## config.mk

```make
export PLATFORM = sky130hd
export DESIGN_NAME = mips32_boot_loader
export DESIGN_NICKNAME = d
export VERILOG_FILES = /design/src/rtl/mips32_boot_loader.sv
export SDC_FILE = /design/constraint.sdc
export NUM_CORES = 1
export LEC_CHECK = 0
export BUFFER_PORTS_ARGS = -buffer_cell sky130_fd_sc_hd__buf_4
export CAP_MARGIN = 15
export CORE_ASPECT_RATIO = 0.6
export CORE_MARGIN = 2
export CORE_UTILIZATION = 40
export CTS_BUF_LIST = sky130_fd_sc_hd__clkbuf_4
export CTS_CLUSTER_SIZE = 12
export DETAILED_ROUTE_END_ITERATION = 6
export SYNTH_ARGS = -nofsm -noshare
export SYNTH_HDL_FRONTEND = slang
export SYNTH_SLANG_ARGS = --single-unit
```

## constraint.sdc

```tcl
create_clock -name clk -period 2.56 [get_ports clk]
set_input_delay 0.512 -clock clk [delete_from_list [all_inputs] [get_ports clk]]
set_output_delay 0.512 -clock clk [all_outputs]
set_load 0.005 [all_outputs]
```

## src/rtl/mips32_boot_loader.sv

```systemverilog
// Streams a boot image from a host port into processor memory, verifies an XOR
// checksum and releases the core with a one-cycle start pulse.
module mips32_boot_loader #(
    parameter int          ADDR_W = 10,
    parameter logic [15:0] MAGIC  = 16'hB007
) (
    input  logic              clk,
    input  logic              rst_n,
    input  logic              s_valid,
    input  logic [31:0]       s_data,
    output logic              s_ready,
    output logic              mem_we,
    output logic [ADDR_W-1:0] mem_addr,
    output logic [31:0]       mem_wdata,
    output logic              core_hold,
    output logic              core_start,
    output logic              busy,
    output logic              done,
    output logic              error,
    input  logic              restart
);

    typedef enum logic [2:0] {
        S_IDLE,
        S_BASE,
        S_DATA,
        S_CSUM,
        S_DONE,
        S_ERR
    } state_t;

    state_t              state_q, state_d;
    logic [15:0]         count_q, count_d;
    logic [ADDR_W-1:0]   addr_q, addr_d;
    logic [31:0]         acc_q, acc_d;
    logic                we_q, we_d;
    logic [ADDR_W-1:0]   waddr_q, waddr_d;
    logic [31:0]         wdata_q, wdata_d;
    logic                start_q, start_d;
    logic                xfer;

    assign s_ready    = (state_q == S_IDLE) || (state_q == S_BASE) ||
                        (state_q == S_DATA) || (state_q == S_CSUM);
    assign xfer       = s_valid && s_ready;
    assign busy       = (state_q == S_BASE) || (state_q == S_DATA) || (state_q == S_CSUM);
    assign done       = (state_q == S_DONE);
    assign error      = (state_q == S_ERR);
    assign core_hold  = (state_q != S_DONE);
    assign core_start = start_q;
    assign mem_we     = we_q;
    assign mem_addr   = waddr_q;
    assign mem_wdata  = wdata_q;

    always_ff @(posedge clk or negedge rst_n) begin
        if (!rst_n) begin
            state_q <= S_IDLE;
            count_q <= '0;
            addr_q  <= '0;
            acc_q   <= '0;
            we_q    <= 1'b0;
            waddr_q <= '0;
            wdata_q <= '0;
            start_q <= 1'b0;
        end else begin
            state_q <= state_d;
            count_q <= count_d;
            addr_q  <= addr_d;
            acc_q   <= acc_d;
            we_q    <= we_d;
            waddr_q <= waddr_d;
            wdata_q <= wdata_d;
            start_q <= start_d;
        end
    end

    // Write strobe and start pulse default low so they last exactly one cycle.
    always_comb begin
        state_d = state_q;
        count_d = count_q;
        addr_d  = addr_q;
        acc_d   = acc_q;
        we_d    = 1'b0;
        waddr_d = waddr_q;
        wdata_d = wdata_q;
        start_d = 1'b0;
        case (state_q)
            S_IDLE: begin
                if (xfer) begin
                    if (s_data[31:16] == MAGIC) begin
                        count_d = s_data[15:0];
                        state_d = S_BASE;
                    end else begin
                        state_d = S_ERR;
                    end
                end
            end
            S_BASE: begin
                if (xfer) begin
                    addr_d  = s_data[ADDR_W-1:0];
                    acc_d   = '0;
                    state_d = (count_q != 16'd0) ? S_DATA : S_CSUM;
                end
            end
            S_DATA: begin
                if (xfer) begin
                    we_d    = 1'b1;
                    waddr_d = addr_q;
                    wdata_d = s_data;
                    acc_d   = acc_q ^ s_data;
                    addr_d  = addr_q + ADDR_W'(1);
                    count_d = count_q - 16'd1;
                    if (count_q == 16'd1) begin
                        state_d = S_CSUM;
                    end
                end
            end
            S_CSUM: begin
                if (xfer) begin
                    if (s_data == acc_q) begin
                        state_d = S_DONE;
                        start_d = 1'b1;
                    end else begin
                        state_d = S_ERR;
                    end
                end
            end
            S_DONE, S_ERR: begin
                if (restart) begin
                    state_d = S_IDLE;
                end
            end
            default: state_d = S_IDLE;
        endcase
    end

endmodule

```

# Word level (Yosys, flattened, before mapping)
# Cells that the tools add are included.
[word_totals] register_bits=105 output_inout_bits=49 word_cells=67
[classes] addsub=2 n_eq_ne=16 muxes=25 n_bitwise=1 n_reduce_logical=15
[ops] op="$mux 32" count=2
[ops] op="$pmux 32 s2" count=1
[ops] op="$mux 16" count=3
[ops] op="$eq 32x32->1" count=1
[ops] op="$pmux 16 s2" count=1
[ops] op="$xor 32x32->32" count=1
[ops] op="$mux 3" count=7
[ops] op="$mux 10" count=2
[ops] op="$pmux 10 s2" count=1
[ops] op="$eq 16x1->1 const B" count=1
[ops] op="$eq 16x16->1 const B" count=1
[ops] op="$reduce_bool 16->1" count=1
[ops] op="$sub 16x1->16 const B" count=1
[ops] op="$pmux 3 s5" count=1
[ops] op="$add 10x1->10 const B" count=1
[ops] op="$ne 2x2->1 const B" count=5
[ops] op="$mux 1" count=7
[ops] op="$eq 3x2->1 const B" count=2
[ops] op="$eq 3x3->1 const B" count=2
[ops] op="$reduce_and 6->1" count=1
[ops] op="$logic_or 1x1->1" count=5
[ops] op="$ne 2x1->1 const B" count=2
[ops] op="$reduce_and 4->1" count=1
[ops] op="$reduce_bool 2->1" count=2
[ops] op="other kinds (7)" count=7

# Depth between registers and ports, before layout
[logic_depth] word_depth=7 mapped_depth=8 ltp_nobuf=7

# Worst setup path before layout
# No wires, ideal clock.
[synth_path] path_type="register to register" from="register count_q[8]" to="register state_q[0]" arrival_ns=2.027 t_required_ns=2.494 path_slack_ns=0.467 stages_incl_launch_ff=6 n_path_buf=0 period_less_slack_ns=2.093 path_cell_list="dfrtp_1 -> or4_4 -> or4_4 -> or3_1 -> a211oi_2 -> a221o_1"
[synth_between] elab_chain_cells=4 elab_cells_between_ends=7 classes_between="eq/ne (2); mux (3); reduce/logical (2)"
[synth_lines] element="start, declared" line_no="33" text="logic [15:0] count_q, count_d;"
[synth_lines] element="start signal, assigned" line_no="66" text="count_q <= count_d;"
[synth_lines] element="$reduce_bool 16->1" line_no="101" text="state_d = (count_q != 16'd0) ? S_DATA : S_CSUM;"
[synth_lines] element="$mux 1" line_no="101"
[synth_lines] element="$mux 3" line_no="98" text="if (xfer) begin"
[synth_lines] element="$pmux 3 s5" line_no="86" text="case (state_q)"
[synth_lines] element="end signal, assigned" line_no="65" text="state_q <= state_d;"
[synth_lines] element="end, declared" line_no="32" text="state_t state_q, state_d;"
# Parallel ways exist; a longest one is shown, timed or not. The select of a mux whose other input is x is not followed.
# A chain may end at the register's enable or synchronous reset.

# Final worst setup path
[layout_path] from="register count_q[0]" to="register count_q[14]"
[layout_between] elab_chain_cells=3
[layout_lines] element="$sub 16x1->16" line_no="111" text="count_d = count_q - 16'd1;"
[layout_lines] element="$mux 16" line_no="105" text="if (xfer) begin"
[layout_lines] element="$pmux 16 s2" line_no="86"
# No other way between the ends. The select of a mux whose other input is x is not followed.

==> flow_summary.ini <==
[placed_design]
input_output_buffers = 84
place_ws_ns = 0.224
hpwlAfterDp_mm = 9.70
globalplace.congestion = 0.847
placed_cells = 819

[global_routing]
fraction_of_met3_tracks_used_by_global_routing_pct = 4.17
antenna_found_initial = 0
grt_use_met2_pct = 27.4
gr-max-usage-layer = met1
grt_overflow = 0
grt_start_max_net_pins = 106
grt_resource_usage_total_pct = 20.6
grt_pass1_vias = 4140
use_met1_pct = 33.6
global_route_wire_length_before_repair_mm = 22.0

[pwr]
power.ir.vdd_worst_mv = 0.343
netSwitchingFraction_pct = 39.6
p_per_area_nw_per_um2 = 998
power_frac_clock_pct = 13.3
power.sequential.fraction_pct = 47.2
cellLeakagePower_nw = 2.79
internal-power_mw = 3.67
switching_power_mw = 2.41
share_comb_of_total_power_pct = 39.5

[cells_and_area]
n_antenna_cell = 0
num-nets-final = 705
area_delta_synth_final_pct = 19.9
final_layout_size_suffix_gt1_share_pct = 18.7
layoutNonFillerInstCount = 835

[sta]
grt_setup_unrepaired = no
skew_final_ns = 0.0227
final_critical_path_setup_slack_ns = 0.186
setup-tns-final_ns = 0
setup_viol_count_final = 0
timing.max_slew.rel_slack_pct = 59.8
min_period_ns = 2.37
clock.fmax_ghz = 0.421
fin_crit_sh_pct = 92.7
drv_slew = 0
final_hold_viol_count = 0
tightest_slew_ns = 0.599

[floorplan]
core_area_um2 = 12200
die_x_um = 149
placementRows = 31
die_h_um = 91.3
start_util_pct = 41.6
num_ports = 85
total_die_area_um2 = 13600

[setup_path]
worst_ep_arrival_time_ns = 2.73
timing.critical_path.mode_cell = sky130_fd_sc_hd__o21ai_0
critical_path_required_ns = 2.91
critical_path.slowest_cell = sky130_fd_sc_hd__nor3_1
r2r.worst_path.cells = 7
worstSetupPathType = register to register
crit_path_cell_trace = inv_1, ha_1, or3b_2, nor3_1, a31oi_1, o21ai_0, o21ai_0
critical_path.startpoint_type = register
critical_path.max_stage_delay_ns = 0.53
crit_path_end_kind = register
critical_path_peak_fanout = 5

[yosys]
seq_area_frac_synth_pct = 51.7
asyncSetResetFlopFracSynth_pct = 100
ys_seq_elements = 105
synthesis.nets = 624
syn_inst = 584
yosys.cell_types.count = 46
syn_area_per_cell_um2 = 8.70
synth.yosys.warnings = 0
synth-edff-count = 0
dominantRegCellSynth = sky130_fd_sc_hd__dfrtp_1
netlist_area_um2 = 5080

[drt]
drt_first_iter_violations = 288
remaining_drc_errors = 0
dr_total_vias = 4475
finalWirelength_mm = 13.7
antenna_left = 0
routed_length_per_placed_instance_um = 16.4
vias_per_cell = 5.36
firstDrtPassIters = 5

[clock_network]
insertion_delay_ns = 0.47
clock_tree_from_tritoncts = done
htreeDepth = 3
post-cts-setup-buffer-count = 0
clk_pin_slew_ns = 0.18
clk_path_buf_depth = 2
cts_root_buffer = sky130_fd_sc_hd__clkbuf_4
cts_repair_resize_count = 0
holdBufCountCts = 0
cts_inserted_buffers = 9
clock-sinks = 105

[worst_hold_path]
hp-class = input pin to async pin

[flow_run]
cap_violations = 0

[run_status]
status = completed
[logic make-up (layout without fill, tap and decap cells)]
family	after synthesis	after routing	share of synthesized area, %
buf+inv	38	124	2.81
flops	105	105	51.7
compound gates	149	149	16.9
simple gates	252	252	21.3
xor+xnor	33	33	5.69
fa+ha+maj	4	4	0.985
mux	3	3	0.616
[cell usage in the layout (no fill, tap or decap), types with 9 or more instances in the layout]
master,count
sky130_fd_sc_hd__o21ai_0,92
sky130_fd_sc_hd__buf_4,95
sky130_fd_sc_hd__nor3_1,10
sky130_fd_sc_hd__inv_1,9
sky130_fd_sc_hd__clkbuf_4,9
sky130_fd_sc_hd__nor2_1,22
sky130_fd_sc_hd__nand4_1,10
sky130_fd_sc_hd__a21oi_1,21
sky130_fd_sc_hd__xnor2_1,33
sky130_fd_sc_hd__dfrtp_1,105
sky130_fd_sc_hd__nand2_1,179
[cells in the mapped netlist (all sizes together), types with 4 or more instances]
cell type,count,area (um^2)
a31oi,5,31.3
nor3,10,50.1
nor2,22,82.6
dfrtp,105,2630
inv,9,33.8
o22ai,4,25.0
or3,5,32.5
nand3,7,35.0
clkbuf,28,105
ha,4,50.1
xnor2,33,289
nand2,180,676
a21oi,21,105
o21ai,92,460
nand4,10,62.6
nor4,4,25.0
[per-layer routing]
| layer | vias up | wire, um | part of all wire (%) |
|---|---|---|---|
| met5 | - | 0 | 0 |
| met4 | 0 | 132 | 0.97 |
| met3 | 9 | 918 | 6.7 |
| met2 | 154 | 5570 | 41 |
| met1 | 2148 | 7060 | 52 |
| li1 | 2164 | - | - |
[power groups by stage]
| stage | combinational, mW | clock, mW | sequential [mW] |
|---|---|---|---|
| after CTS | 2.42 | 0.830 | 2.87 |
| after floorplan | 1.38 | 0 | 2.77 |
| after detailed placement | 2.41 | 0 | 2.90 |
| after global placement | 2.35 | 0 | 2.87 |
| final | 2.40 | 0.806 | 2.87 |
| after global routing | 2.72 | 0.893 | 2.97 |
[state kept, by name, indices dropped and copies added, names as in the netlist]
signal / flops
mem_addr: 10
mem_wdata: 32
core_start: 1
count_q: 16
state_q: 3
acc_q: 32
mem_we: 1
addr_q: 10
[critical path, delay by kind of cell, from the launching register on]
family / cells / cell delay [ns]
and+or+nand+nor: 2 / 1.04
AOI/OAI and AO/OA: 3 / 0.40
DFF: 1 / 0.46
buffers and inverters: 1 / 0.13
adders and majority gates: 1 / 0.21
[per-stage QoR]
step	hold slack, ns	total power, mW	cell area (um^2)	util (%)
finish	0.0635	6.08	6090	49.8
CTS	0.0983	6.12	6090	49.8
global route	0.0909	6.58	6090	49.8
floorplan	0.216	4.15	5080	-
global placement	0.460	5.22	5970	48.8
detailed placement	0.466	5.31	5970	48.8
[worst paths after layout]
kind | from | end | slack [ns]
max reg2reg | count_q[0]$_DFFE_PN0P_ | count_q[14]$_DFFE_PN0P_ | 0.19
max in group asynchronous | rst_n | count_q[13]$_DFFE_PN0P_ | 2.04
min reg2reg | mem_addr[5]$_DFFE_PN0P_ | mem_addr[5]$_DFFE_PN0P_ | 0.50
min in group clk | restart | state_q[2]$_DFFE_PN0P_ | 0.23
max | count_q[0]$_DFFE_PN0P_ | count_q[14]$_DFFE_PN0P_ | 0.19
min | rst_n | mem_wdata[26]$_DFFE_PN0P_ | 0.06
[cell type report]
| class | count | area [um^2] |
|---|---|---|
| multi-input combinational | 441 | 2320 |
| clock buffer | 9 | 67.6 |
| clock inverter | 7 | 52.6 |
| sequential | 105 | 2630 |
| tap | 165 | 206 |
| timing repair buffer | 98 | 773 |
| inverter | 10 | 37.5 |
| fill | 1199 | 6130 |
(Power assumes the default switching activity.)
